File: config.mk
export PLATFORM = sky130hd
export DESIGN_NAME = mem_bus_arbiter
export DESIGN_NICKNAME = d
export VERILOG_FILES = /design/src/rtl/mem_bus_arbiter_pkg.sv /design/src/rtl/mem_bus_arbiter_addr_decode.sv /design/src/rtl/mem_bus_arbiter.sv
export SDC_FILE = /design/constraint.sdc
export NUM_CORES = 1
export LEC_CHECK = 0
export ABC_CLOCK_PERIOD_IN_PS = 5500
export BUFFER_PORTS_ARGS = -buffer_cell sky130_fd_sc_hd__buf_4
export CAP_MARGIN = 20
export CORE_AREA = 2 2 115 117
export CTS_CLUSTER_DIAMETER = 100
export DETAILED_ROUTE_END_ITERATION = 8
export DIE_AREA = 0 0 117 119
export MAX_ROUTING_LAYER = met4
export PLACE_DENSITY = 0.76
export SETUP_SLACK_MARGIN = 0.05
export SLEW_MARGIN = 5
export SYNTH_ARGS = -nofsm -noshare
export SYNTH_HDL_FRONTEND = slang
export SYNTH_SLANG_ARGS = --single-unit
File: constraint.sdc
create_clock -name clk -period 5.5 [get_ports clk]
set_clock_uncertainty 0.2 [all_clocks]
set_input_delay 0.55 -clock clk [delete_from_list [all_inputs] [get_ports clk]]
set_output_delay 0.55 -clock clk [all_outputs]
set_load 0.01 [all_outputs]
File: src/rtl/mem_bus_arbiter_pkg.sv
// -----------------------------------------------------------------------------
// mem_bus_arbiter_pkg
//   Shared definitions for the data-memory bus arbiter and its address decoder:
//   default bus widths, the RAM/IO address map, FSM state encodings and the
//   master identifiers.
//   No ports (package).
// -----------------------------------------------------------------------------
package mem_bus_arbiter_pkg;

    // Default widths
    localparam int ADDR_W_DEF = 32;
    localparam int DATA_W_DEF = 32;

    // Address map (byte addresses)
    localparam int unsigned RAM_BASE_DEF = 0;
    localparam int unsigned RAM_SIZE_DEF = 1024;
    localparam int unsigned IO_BASE_DEF  = 1024;
    localparam int unsigned IO_SIZE_DEF  = 1024;

    typedef enum logic [1:0] {
        ST_IDLE   = 2'd0,
        ST_ACCESS = 2'd1,
        ST_DONE   = 2'd2
    } state_e;

    typedef enum logic {
        M0 = 1'b0,
        M1 = 1'b1
    } master_e;

endpackage : mem_bus_arbiter_pkg

File: src/rtl/mem_bus_arbiter_addr_decode.sv
// -----------------------------------------------------------------------------
// mem_addr_decode
//   Combinational address decoder for the data-memory map. Also intended for
//   reuse by the instruction-fetch path.
//   Ports:
//     addr     in   ADDR_W  byte address
//     sel_ram  out  1       address hits RAM and is word aligned
//     sel_io   out  1       address hits IO and is word aligned
//     err      out  1       out of range or not word aligned
// -----------------------------------------------------------------------------
module mem_addr_decode
    import mem_bus_arbiter_pkg::*;
#(
    parameter int          ADDR_W   = ADDR_W_DEF,
    parameter int unsigned RAM_BASE = RAM_BASE_DEF,
    parameter int unsigned RAM_SIZE = RAM_SIZE_DEF,
    parameter int unsigned IO_BASE  = IO_BASE_DEF,
    parameter int unsigned IO_SIZE  = IO_SIZE_DEF
) (
    input  logic [ADDR_W-1:0] addr,
    output logic              sel_ram,
    output logic              sel_io,
    output logic              err
);

    // One extra bit so base+size never wraps and an address below the base
    // turns into a huge offset after the subtraction.
    localparam logic [ADDR_W:0] RAM_LO = (ADDR_W+1)'(RAM_BASE);
    localparam logic [ADDR_W:0] RAM_SZ = (ADDR_W+1)'(RAM_SIZE);
    localparam logic [ADDR_W:0] IO_LO  = (ADDR_W+1)'(IO_BASE);
    localparam logic [ADDR_W:0] IO_SZ  = (ADDR_W+1)'(IO_SIZE);

    logic [ADDR_W:0] ram_off;
    logic [ADDR_W:0] io_off;
    logic            aligned;
    logic            in_ram;
    logic            in_io;

    always_comb begin
        ram_off = {1'b0, addr} - RAM_LO;
        io_off  = {1'b0, addr} - IO_LO;
        in_ram  = (ram_off < RAM_SZ);
        in_io   = (io_off < IO_SZ);
        aligned = (addr[1:0] == 2'b00);
        sel_ram = aligned && in_ram;
        sel_io  = aligned && !in_ram && in_io;
        err     = !(sel_ram || sel_io);
    end

endmodule : mem_addr_decode

File: src/rtl/mem_bus_arbiter.sv
// -----------------------------------------------------------------------------
// mem_bus_arbiter
//   Shares the data-memory bus between the CPU MEM stage (m0) and the debug /
//   program-loader port (m1). Round-robin arbitration, one access per grant,
//   fixed IDLE -> ACCESS -> DONE sequence (ack two cycles after request).
//   Ports:
//     clk, rst                      clock, synchronous active-high reset
//     mN_req/we/addr/wdata          master request (held until mN_ack)
//     mN_ack/rdata/err              one-cycle completion, read data, error flag
//     ram_ce, io_ce                 slave chip enables (ACCESS cycle only)
//     bus_we/addr/wdata             slave write enable, address, write data
//     bus_rdata                     shared slave read data (Z when unselected)
// -----------------------------------------------------------------------------
module mem_bus_arbiter
    import mem_bus_arbiter_pkg::*;
#(
    parameter int          ADDR_W   = ADDR_W_DEF,
    parameter int          DATA_W   = DATA_W_DEF,
    parameter int unsigned RAM_BASE = RAM_BASE_DEF,
    parameter int unsigned RAM_SIZE = RAM_SIZE_DEF,
    parameter int unsigned IO_BASE  = IO_BASE_DEF,
    parameter int unsigned IO_SIZE  = IO_SIZE_DEF
) (
    input  logic              clk,
    input  logic              rst,
    input  logic              m0_req,
    input  logic              m0_we,
    input  logic [ADDR_W-1:0] m0_addr,
    input  logic [DATA_W-1:0] m0_wdata,
    output logic              m0_ack,
    output logic [DATA_W-1:0] m0_rdata,
    output logic              m0_err,
    input  logic              m1_req,
    input  logic              m1_we,
    input  logic [ADDR_W-1:0] m1_addr,
    input  logic [DATA_W-1:0] m1_wdata,
    output logic              m1_ack,
    output logic [DATA_W-1:0] m1_rdata,
    output logic              m1_err,
    output logic              ram_ce,
    output logic              io_ce,
    output logic              bus_we,
    output logic [ADDR_W-1:0] bus_addr,
    output logic [DATA_W-1:0] bus_wdata,
    input  logic [DATA_W-1:0] bus_rdata
);

    state_e            state_q, state_d;
    master_e           last_grant_q, last_grant_d;
    master_e           winner;
    logic              any_req;
    logic [ADDR_W-1:0] win_addr;

    // Latched transaction
    logic              we_q, we_d;
    logic [ADDR_W-1:0] addr_q, addr_d;
    logic [DATA_W-1:0] wdata_q, wdata_d;
    logic              sel_ram_q, sel_ram_d;
    logic              sel_io_q, sel_io_d;
    logic              err_q, err_d;

    // Registered master responses
    logic              m0_ack_q, m0_ack_d, m1_ack_q, m1_ack_d;
    logic              m0_err_q, m0_err_d, m1_err_q, m1_err_d;
    logic [DATA_W-1:0] m0_rdata_q, m0_rdata_d, m1_rdata_q, m1_rdata_d;

    logic              dec_ram, dec_io, dec_err;
    logic              in_access;
    logic [DATA_W-1:0] rd_word;

    // Round-robin pick: a sole requester wins, a tie goes to the master that
    // was not granted last.
    always_comb begin
        any_req = m0_req || m1_req;
        if (m0_req && m1_req) begin
            winner = (last_grant_q == M0) ? M1 : M0;
        end else if (m1_req) begin
            winner = M1;
        end else begin
            winner = M0;
        end
        win_addr = (winner == M1) ? m1_addr : m0_addr;
    end

    mem_addr_decode #(
        .ADDR_W   (ADDR_W),
        .RAM_BASE (RAM_BASE),
        .RAM_SIZE (RAM_SIZE),
        .IO_BASE  (IO_BASE),
        .IO_SIZE  (IO_SIZE)
    ) u_decode (
        .addr    (win_addr),
        .sel_ram (dec_ram),
        .sel_io  (dec_io),
        .err     (dec_err)
    );

    // State register and all flops
    always_ff @(posedge clk) begin
        // NOTE: sequential state uses non-blocking assignments so every flop
        // samples pre-edge values regardless of statement order.
        if (rst) begin
            state_q      <= ST_IDLE;
            last_grant_q <= M1;
            we_q         <= 1'b0;
            addr_q       <= '0;
            wdata_q      <= '0;
            sel_ram_q    <= 1'b0;
            sel_io_q     <= 1'b0;
            err_q        <= 1'b0;
            m0_ack_q     <= 1'b0;
            m1_ack_q     <= 1'b0;
            m0_err_q     <= 1'b0;
            m1_err_q     <= 1'b0;
            m0_rdata_q   <= '0;
            m1_rdata_q   <= '0;
        end else begin
            state_q      <= state_d;
            last_grant_q <= last_grant_d;
            we_q         <= we_d;
            addr_q       <= addr_d;
            wdata_q      <= wdata_d;
            sel_ram_q    <= sel_ram_d;
            sel_io_q     <= sel_io_d;
            err_q        <= err_d;
            m0_ack_q     <= m0_ack_d;
            m1_ack_q     <= m1_ack_d;
            m0_err_q     <= m0_err_d;
            m1_err_q     <= m1_err_d;
            m0_rdata_q   <= m0_rdata_d;
            m1_rdata_q   <= m1_rdata_d;
        end
    end

    // Next-state and transaction latch
    always_comb begin
        // NOTE: every signal gets a default before the case so no path can
        // leave it unassigned, which would infer a latch.
        state_d      = state_q;
        last_grant_d = last_grant_q;
        we_d         = we_q;
        addr_d       = addr_q;
        wdata_d      = wdata_q;
        sel_ram_d    = sel_ram_q;
        sel_io_d     = sel_io_q;
        err_d        = err_q;
        case (state_q)
            ST_IDLE: begin
                if (any_req) begin
                    state_d      = ST_ACCESS;
                    last_grant_d = winner;
                    we_d         = (winner == M1) ? m1_we : m0_we;
                    addr_d       = win_addr;
                    wdata_d      = (winner == M1) ? m1_wdata : m0_wdata;
                    sel_ram_d    = dec_ram;
                    sel_io_d     = dec_io;
                    err_d        = dec_err;
                end
            end
            ST_ACCESS: state_d = ST_DONE;
            ST_DONE:   state_d = ST_IDLE;
            default:   state_d = ST_IDLE;
        endcase
    end

    // Outputs. Chip enables are gated with rst so a reset landing on the
    // ACCESS cycle can never commit a slave write.
    always_comb begin
        in_access  = (state_q == ST_ACCESS);
        ram_ce     = in_access && sel_ram_q && !rst;
        io_ce      = in_access && sel_io_q && !rst;
        bus_we     = in_access && we_q;
        bus_addr   = addr_q;
        bus_wdata  = wdata_q;
        // Error reads see an undriven bus, so never capture it.
        rd_word    = (!we_q && !err_q) ? bus_rdata : '0;
        m0_ack_d   = in_access && (last_grant_q == M0);
        m1_ack_d   = in_access && (last_grant_q == M1);
        m0_err_d   = m0_ack_d && err_q;
        m1_err_d   = m1_ack_d && err_q;
        m0_rdata_d = m0_ack_d ? rd_word : '0;
        m1_rdata_d = m1_ack_d ? rd_word : '0;
    end

    assign m0_ack   = m0_ack_q;
    assign m1_ack   = m1_ack_q;
    assign m0_err   = m0_err_q;
    assign m1_err   = m1_err_q;
    assign m0_rdata = m0_rdata_q;
    assign m1_rdata = m1_rdata_q;

endmodule : mem_bus_arbiter
==> results of run 1 <==
==> power by group through the flow <==
stage / clock, mW / sequential, mW / combinational (mW)
floorplan: 0 / 1.16 / 0.190
global placement: 0 / 1.13 / 0.460
detailed placement: 0 / 1.14 / 0.466
CTS: 1.13 / 1.12 / 0.467
global route: 1.18 / 1.12 / 0.510
finish: 1.11 / 1.11 / 0.464
==> final cells by class <==
cell class / instances / area, sq um
clock inverter: 15 / 154
tap: 176 / 220
fill: 1165 / 4720
clock buffer: 17 / 425
sequential: 139 / 2780
inverter: 1 / 3.75
multi-input combinational: 410 / 2280
timing repair buffer: 305 / 2290
==> routing by layer <==
layer  vias up  part of all wire, %
met5         -                    0
met4         0                  2.1
met3        26                  8.8
met2       247                   49
met1      2413                   40
li1       2657                    -
==> how the worst max path moves through the flow <==
stage | from | to | slack (ns)
6_report | last_grant_q | sel_io_q | 2.92
5_1_grt | last_grant_q | sel_io_q | 2.72
4_1_cts | last_grant_q | sel_io_q | 2.94
3_5_place_dp | rst | m0_rdata[8] | 2.54
3_3_place_gp | rst | m0_rdata[23] | 2.64
2_1_floorplan | m0_addr[12] | err_q | 3.08
==> registers in the layout, indices dropped and copies added (netlist names) <==
| register | cells |
|---|---|
| m0_err | 1 |
| m1_ack | 1 |
| err_q | 1 |
| state_q | 2 |
| bus_addr | 32 |
| sel_io_q | 1 |
| bus_wdata | 32 |
| we_q | 1 |
| sel_ram_q | 1 |
| m1_rdata | 32 |
| m0_rdata | 32 |
| m0_ack | 1 |
| m1_err | 1 |
| last_grant_q | 1 |
==> synthesized netlist by cell type, types with 2 or more instances <==
cell type,number,area (sq um)
dfxtp_1,139,2780
nand2_1,129,484
nor2_1,82,308
and3_1,68,425
a311oi_1,60,526
clkbuf_1,41,154
nor3_1,9,45.0
and2_1,5,31.3
o21ai_0,5,25.0
a211oi_1,4,30.0
nand3_1,4,20.0
nor4_1,4,25.0
a31oi_1,3,18.8
buf_1,3,11.3
buf_2,3,15.0
mux2i_1,3,30.0
o21ai_1,3,15.0
a21oi_1,2,10.0
a22oi_1,2,15.0
nand4_1,2,12.5
nor2b_1,2,12.5
nor4_2,2,25.0
xnor2_1,2,17.5
xor2_1,2,17.5
==> cells by family (layout without fill, tap and decap cells) <==
kind of cell | count (synthesis) | count (layout)
and+or+nand+nor | 314 | 314
DFF | 139 | 139
AOI/OAI and AO/OA | 89 | 89
buffers and inverters | 49 | 338
xor gates and xnor gates | 4 | 4
muxes | 3 | 3
==> results.py, run 1 <==
metrics = {
    "floorplanning": {
        "dieArea_sq_um": 13900,
        "die_w_microns": 117,
        "die_h_microns": 119,
        "core_area_sq_um": 12900,
        "placementRows": 42,
        "start_util_pct": 40.6,
        "io_pins": 301,
    },
    "synthesis": {
        "syn_avg_cell_area_sq_um": 8.75,
        "synthMuxAreaShare_pct": 0.574,
        "synth_area_sq_um": 5230,
        "yosys_most_used_dff": "dfxtp_1",
        "syn_nets": 764,
        "synth-simple-area-share_pct": 27.9,
        "synthAdderAreaFrac_pct": 0,
        "synth_edf_count": 0,
        "synth_cells": 598,
        "ys_warn_count": 0,
        "synth_compound_area_share_pct": 13.9,
        "synthArstFlopShare_pct": 0,
        "synth_seq_cells": 139,
        "ys_seq_area_share_pct": 53.2,
        "synthDistinctLibCells": 43,
        "synth_top_family_by_area": "simple AND/OR/NAND/NOR gates",
        "synthXorXnorAreaFrac_pct": 0.670,
    },
    "clock_network": {
        "root_buffer": "clkbuf_16",
        "cts.repair.resized": 0,
        "postCtsSetupRepairBufs": 0,
        "cts.sinks": 139,
        "clk_latency_ns": 0.41,
        "cts_tree": "built",
        "numCtsBuffers": 17,
        "postCtsHoldBufs": 0,
        "cts-htree-levels": 4,
        "clk_pin_slew_worst_paths_ns": 0.06,
        "clock_path_buffers": 2,
    },
    "timing": {
        "fmax_mhz": 387,
        "hold_violations": 0,
        "whs_ns": 0.168,
        "slew-limit-headroom_pct": 34.7,
        "period_share_pct": 47.0,
        "setup_viol_count_final": 0,
        "rsz0062_at_grt": "no",
        "tns_ns": 0,
        "worstMarginPinSlew_ns": 0.979,
        "setup_ws_ns": 2.92,
        "slew_viol_final": 0,
        "fin_crit_ns": 2.58,
    },
    "route": {
        "drcViolationCount": 0,
        "ant_nets": 0,
        "drt-initial-drc-count": 387,
        "drtPass1Iterations": 4,
        "wl_mm": 16.2,
        "vias": 5343,
        "wire_per_inst_microns": 15.3,
        "vias_per_cell": 5.03,
    },
    "worst_setup_path": {
        "worst_r2r_endpoint": "sel_io_q",
        "worstSetupPathType": "register to register",
        "crit_path_top_delay_cell": "a21bo_2",
        "r2r_start": "last_grant_q",
        "path_max_fanout": 49,
        "crit_arrival_ns": 2.65,
        "required_ns": 5.57,
        "worst-r2r-cell-count": 7,
        "cpPeakStageDelay_ns": 0.58,
        "crit_chain": "a21bo_2 -> buf_4 -> nor2_1 -> a22oi_1 -> nor3_1 -> nand4b_1 -> o31ai_1",
        "critPathTopFamily": "compound AO/OA/AOI/OAI gates",
        "path_depth": 7,
        "endpoint_kind": "register",
        "start_kind": "register",
        "path_buf_inv": 1,
        "regToRegSetupSlack_ns": 2.92,
    },
    "global_route": {
        "antenna_found_initial": 0,
        "grt_pass1_wl_mm": 25.1,
        "grtUsageMet1_pct": 27.8,
        "grt_busiest_layer": "met2",
        "use_met3_pct": 6.11,
        "first_global_vias": 5144,
        "grt-ovfl-total": 0,
        "grt_util_all_layers_pct": 23.6,
        "grt_max_degree": 83,
        "grt_use_met2_pct": 38.6,
    },
    "power_and_ir_drop": {
        "seq_power_share_pct": 41.5,
        "vdd_drop_max_mv": 0.190,
        "power_mw": 2.69,
        "switching_power_uw": 745,
        "p_int_mw": 1.94,
        "swShare_pct": 27.7,
        "p_leak_nw": 4.03,
        "power_density_nw_per_um2": 329,
        "power_frac_comb_pct": 17.3,
        "pwr-share-clk_pct": 41.3,
    },
    "final_layout": {
        "syn2layout_area_growth_pct": 55.9,
        "stdcell_area_sq_um": 8160,
        "antenna_cells": 0,
        "drive_gt1_share_pct": 39.2,
        "final_common_cell": "buf_4",
        "nNetsFinal": 1040,
        "fin_cells": 1063,
        "mostFrequentLayoutCells": "buf_4, dfxtp_1, nand2_1, nor2_1, and3_1",
        "postLayoutCoreUtil_pct": 63.4,
    },
    "flow_run": {
        "cap_violations": 0,
    },
    "worst_hold_path": {
        "hold_path.class": "input pin to register",
        "hold_path_startpoint": "bus_rdata[24]",
        "hold_depth": 2,
        "holdPathEnd": "m0_rdata[24]",
    },
    "placement": {
        "io_buffer_count": 300,
        "post-place-ws_ns": 2.54,
        "placed_cells": 1030,
        "hpwl_mm": 11.7,
        "gp_congestion": 0.849,
        "placed_cell_area_sq_um": 7570,
    },
    "status": {
        "outcome": "finished, final reports clean",
    },
}
No activity file was read; power rests on OpenSTA's default activity.
==> run 2, diff against run 1 <==
--- a/config.mk
+++ b/config.mk
@@ -5,15 +5,16 @@
 export SDC_FILE = /design/constraint.sdc
 export NUM_CORES = 1
 export LEC_CHECK = 0
-export ABC_CLOCK_PERIOD_IN_PS = 5500
+export ABC_AREA = 1
+export ABC_CLOCK_PERIOD_IN_PS = 2600
 export BUFFER_PORTS_ARGS = -buffer_cell sky130_fd_sc_hd__buf_4
 export CAP_MARGIN = 20
-export CORE_AREA = 2 2 115 117
+export CORE_AREA = 2 2 117 119
 export CTS_CLUSTER_DIAMETER = 100
 export DETAILED_ROUTE_END_ITERATION = 8
-export DIE_AREA = 0 0 117 119
+export DIE_AREA = 0 0 119 121
 export MAX_ROUTING_LAYER = met4
-export PLACE_DENSITY = 0.76
+export PLACE_DENSITY = 0.78
 export SETUP_SLACK_MARGIN = 0.05
 export SLEW_MARGIN = 5
 export SYNTH_ARGS = -nofsm -noshare
==> constraint.sdc (replaced) <==
create_clock -name clk -period 2.6 [get_ports clk]
set_clock_uncertainty 0.2 [all_clocks]
set_input_delay 0.26 -clock clk [delete_from_list [all_inputs] [get_ports clk]]
set_output_delay 0.26 -clock clk [all_outputs]
set_load 0.01 [all_outputs]
==> results.py, run 2 <==
metrics = {
    "route": {
        "wl_mm": 22.8,
        "ant_nets": 0,
        "vias": 7129,
        "drt-initial-drc-count": 531,
        "wire_per_inst_microns": 16.3,
        "drcViolationCount": 0,
        "vias_per_cell": 5.09,
        "drtPass1Iterations": 5,
    },
    "power_and_ir_drop": {
        "power_density_nw_per_um2": 624,
        "power_frac_comb_pct": 22.9,
        "pwr-share-clk_pct": 40.0,
        "p_int_mw": 4.60,
        "switching_power_mw": 1.76,
        "swShare_pct": 27.7,
        "p_leak_nw": 5.02,
        "vdd_drop_max_mv": 0.445,
        "seq_power_share_pct": 37.2,
    },
    "floorplanning": {
        "dieArea_sq_um": 14400,
        "core_area_sq_um": 13100,
        "die_w_microns": 119,
        "start_util_pct": 44.3,
        "io_pins": 301,
        "placementRows": 42,
        "die_h_microns": 121,
    },
    "placement": {
        "gp_congestion": 0.895,
        "hpwl_mm": 14.0,
        "placed_cell_area_sq_um": 8230,
        "io_buffer_count": 300,
    },
    "timing": {
        "whs_ns": 0.0234,
        "worstMarginPinSlew_ns": 0.689,
        "fin_crit_ns": 2.40,
        "tns_ns": 0,
        "period_share_pct": 92.5,
        "rsz0062_at_grt": "no",
        "slew-limit-headroom_pct": 54.0,
        "slew_viol_final": 0,
        "hold_violations": 0,
        "setup_viol_count_final": 0,
        "fmax_mhz": 416,
    },
    "global_route": {
        "grt-ovfl-total": 0,
        "grt_pass1_wl_mm": 35.1,
        "first_global_vias": 7140,
        "grt_max_degree": 50,
        "grt_util_all_layers_pct": 31.7,
        "antenna_found_initial": 0,
    },
    "worst_setup_path": {
        "crit_arrival_ns": 2.50,
        "endpoint_kind": "register",
        "crit_chain": "dlygate4sd3_1 -> buf_4 -> clkinv_1 -> buf_4 -> o21ai_0 -> a31oi_1 -> dlygate4sd3_1",
        "worstSetupPathType": "input pin to register",
        "start_kind": "input pin",
        "cpPeakStageDelay_ns": 0.60,
        "crit_path_top_delay_cell": "dlygate4sd3_1",
        "path_max_fanout": 23,
        "required_ns": 2.69,
    },
    "clock_network": {
        "postCtsSetupRepairBufs": 0,
        "numCtsBuffers": 17,
        "root_buffer": "clkbuf_16",
        "clk_latency_ns": 0.41,
        "cts-htree-levels": 4,
        "cts.sinks": 139,
        "cts_tree": "built",
        "clk_pin_slew_worst_paths_ns": 0.06,
        "clock_path_buffers": 2,
    },
    "final_layout": {
        "drive_gt1_share_pct": 31.1,
        "final_common_cell": "buf_4",
        "antenna_cells": 0,
        "nNetsFinal": 1378,
        "syn2layout_area_growth_pct": 75.6,
        "stdcell_area_sq_um": 10200,
        "mostFrequentLayoutCells": "buf_4, nand2_1, dfxtp_1, dlygate4sd3_1, inv_1",
    },
    "worst_hold_path": {
        "hold_path.class": "input pin to register",
    },
    "flow_run": {
        "cap_violations": 0,
    },
    "synthesis": {
        "synth_area_sq_um": 5800,
        "synth_area_leaders": "dfxtp_1, nand2_1, o21ai_0",
        "synth_edf_count": 0,
        "synth_cells": 798,
        "yosys_most_used_dff": "dfxtp_1",
        "synth_top_area_share_pct": 48.0,
        "synth.largest_area_cell": "dfxtp_1",
        "synthDistinctLibCells": 27,
        "synth_seq_cells": 139,
        "synthArstFlopShare_pct": 0,
        "syn_nets": 964,
        "yosysMostFrequentCell": "nand2_1",
        "syn_avg_cell_area_sq_um": 7.27,
        "ys_seq_area_share_pct": 48.0,
        "ys_warn_count": 0,
        "synth.top_cells.by_count": "nand2_1, dfxtp_1, inv_1",
    },
    "status": {
        "outcome": "finished, final reports clean",
    },
}
-- run 2: cell count changes in the layout (fill, tap and decap cells not counted), sizes merged, moves of 19 or more --
| cell | before | now |
|---|---|---|
| a21oi | 2 | 21 |
| dlygate4sd3 | 0 | 127 |
| nand2 | 129 | 233 |
| o21ai | 8 | 72 |
| and3 | 68 | 0 |
| inv | 9 | 72 |
| a311oi | 60 | 0 |
| nor3 | 9 | 64 |
| nor2 | 82 | 56 |
| nand3 | 4 | 30 |
| a31oi | 3 | 47 |
-- run 2: through the flow --
stage | setup slack [ns] | util [%] | std cells | total power [mW]
6_report | 0.196 | 77.8 | 1401 | 6.36
5_1_grt | 0.0521 | 77.8 | 1401 | 6.62
4_1_cts | 0.219 | 77.4 | 1399 | 6.31
3_5_place_dp | 0.212 | 62.9 | 1240 | 3.57
3_3_place_gp | 0.184 | 62.9 | 1240 | 3.56
2_1_floorplan | 0.569 | - | 798 | 2.97
-- run 2: final cells by class --
| type | count | area (sq um) |
|---|---|---|
| Timing Repair Buffer | 445 | 3750 |
| Tap cell | 176 | 220 |
| Fill cell | 844 | 2900 |
| Multi-Input combinational cell | 538 | 2530 |
| Inverter | 71 | 270 |
| Clock inverter | 11 | 156 |
| Clock buffer | 21 | 470 |
| Sequential cell | 139 | 2780 |
-- run 2: routing by layer --
layer	GRT usage, %	share of wire [%]
met1	32.8	37
met3	8.74	8.1
met4	16.1	4.5
met2	55.5	50
met5	-	0
-- run 2: power groups by stage --
| stage | combinational [mW] | sequential [mW] | clock (mW) |
|---|---|---|---|
| final | 1.45 | 2.36 | 2.54 |
| after global routing | 1.57 | 2.38 | 2.68 |
| after CTS | 1.39 | 2.36 | 2.56 |
| after detailed placement | 1.17 | 2.40 | 0 |
| after global placement | 1.16 | 2.40 | 0 |
| after floorplan | 0.520 | 2.45 | 0 |
-- run 2: timing repair --
item                                    in CTS  in global routing
hold buffers                               127                  0
endpoints found under the setup margin       0                  2
endpoints found under the hold margin      116                  0
gates resized for setup                      0                  8
-- run 2: kinds of logic after synthesis --
family	share of synthesized area [%]
XOR/XNOR	0.151
flip-flops	48.0
buffers and inverters	8.71
AO/OA/AOI/OAI	13.4
AND/OR/NAND/NOR	29.8
-- run 2: final timing paths --
path	from	cells past startpoint	slack [ns]	endpoint
max	rst	7	0.20	bus_wdata[2]
min	m1_addr[25]	3	0.02	bus_addr[25]
max reg2reg	last_grant_q	7	0.21	bus_wdata[12]
min reg2reg	sel_ram_q	2	0.27	sel_ram_q
-- run 2: critical path, delay by kind of cell --
family | cells | cell delay, ns
buf+inv | 5 | 2.02
compound gates | 2 | 0.19
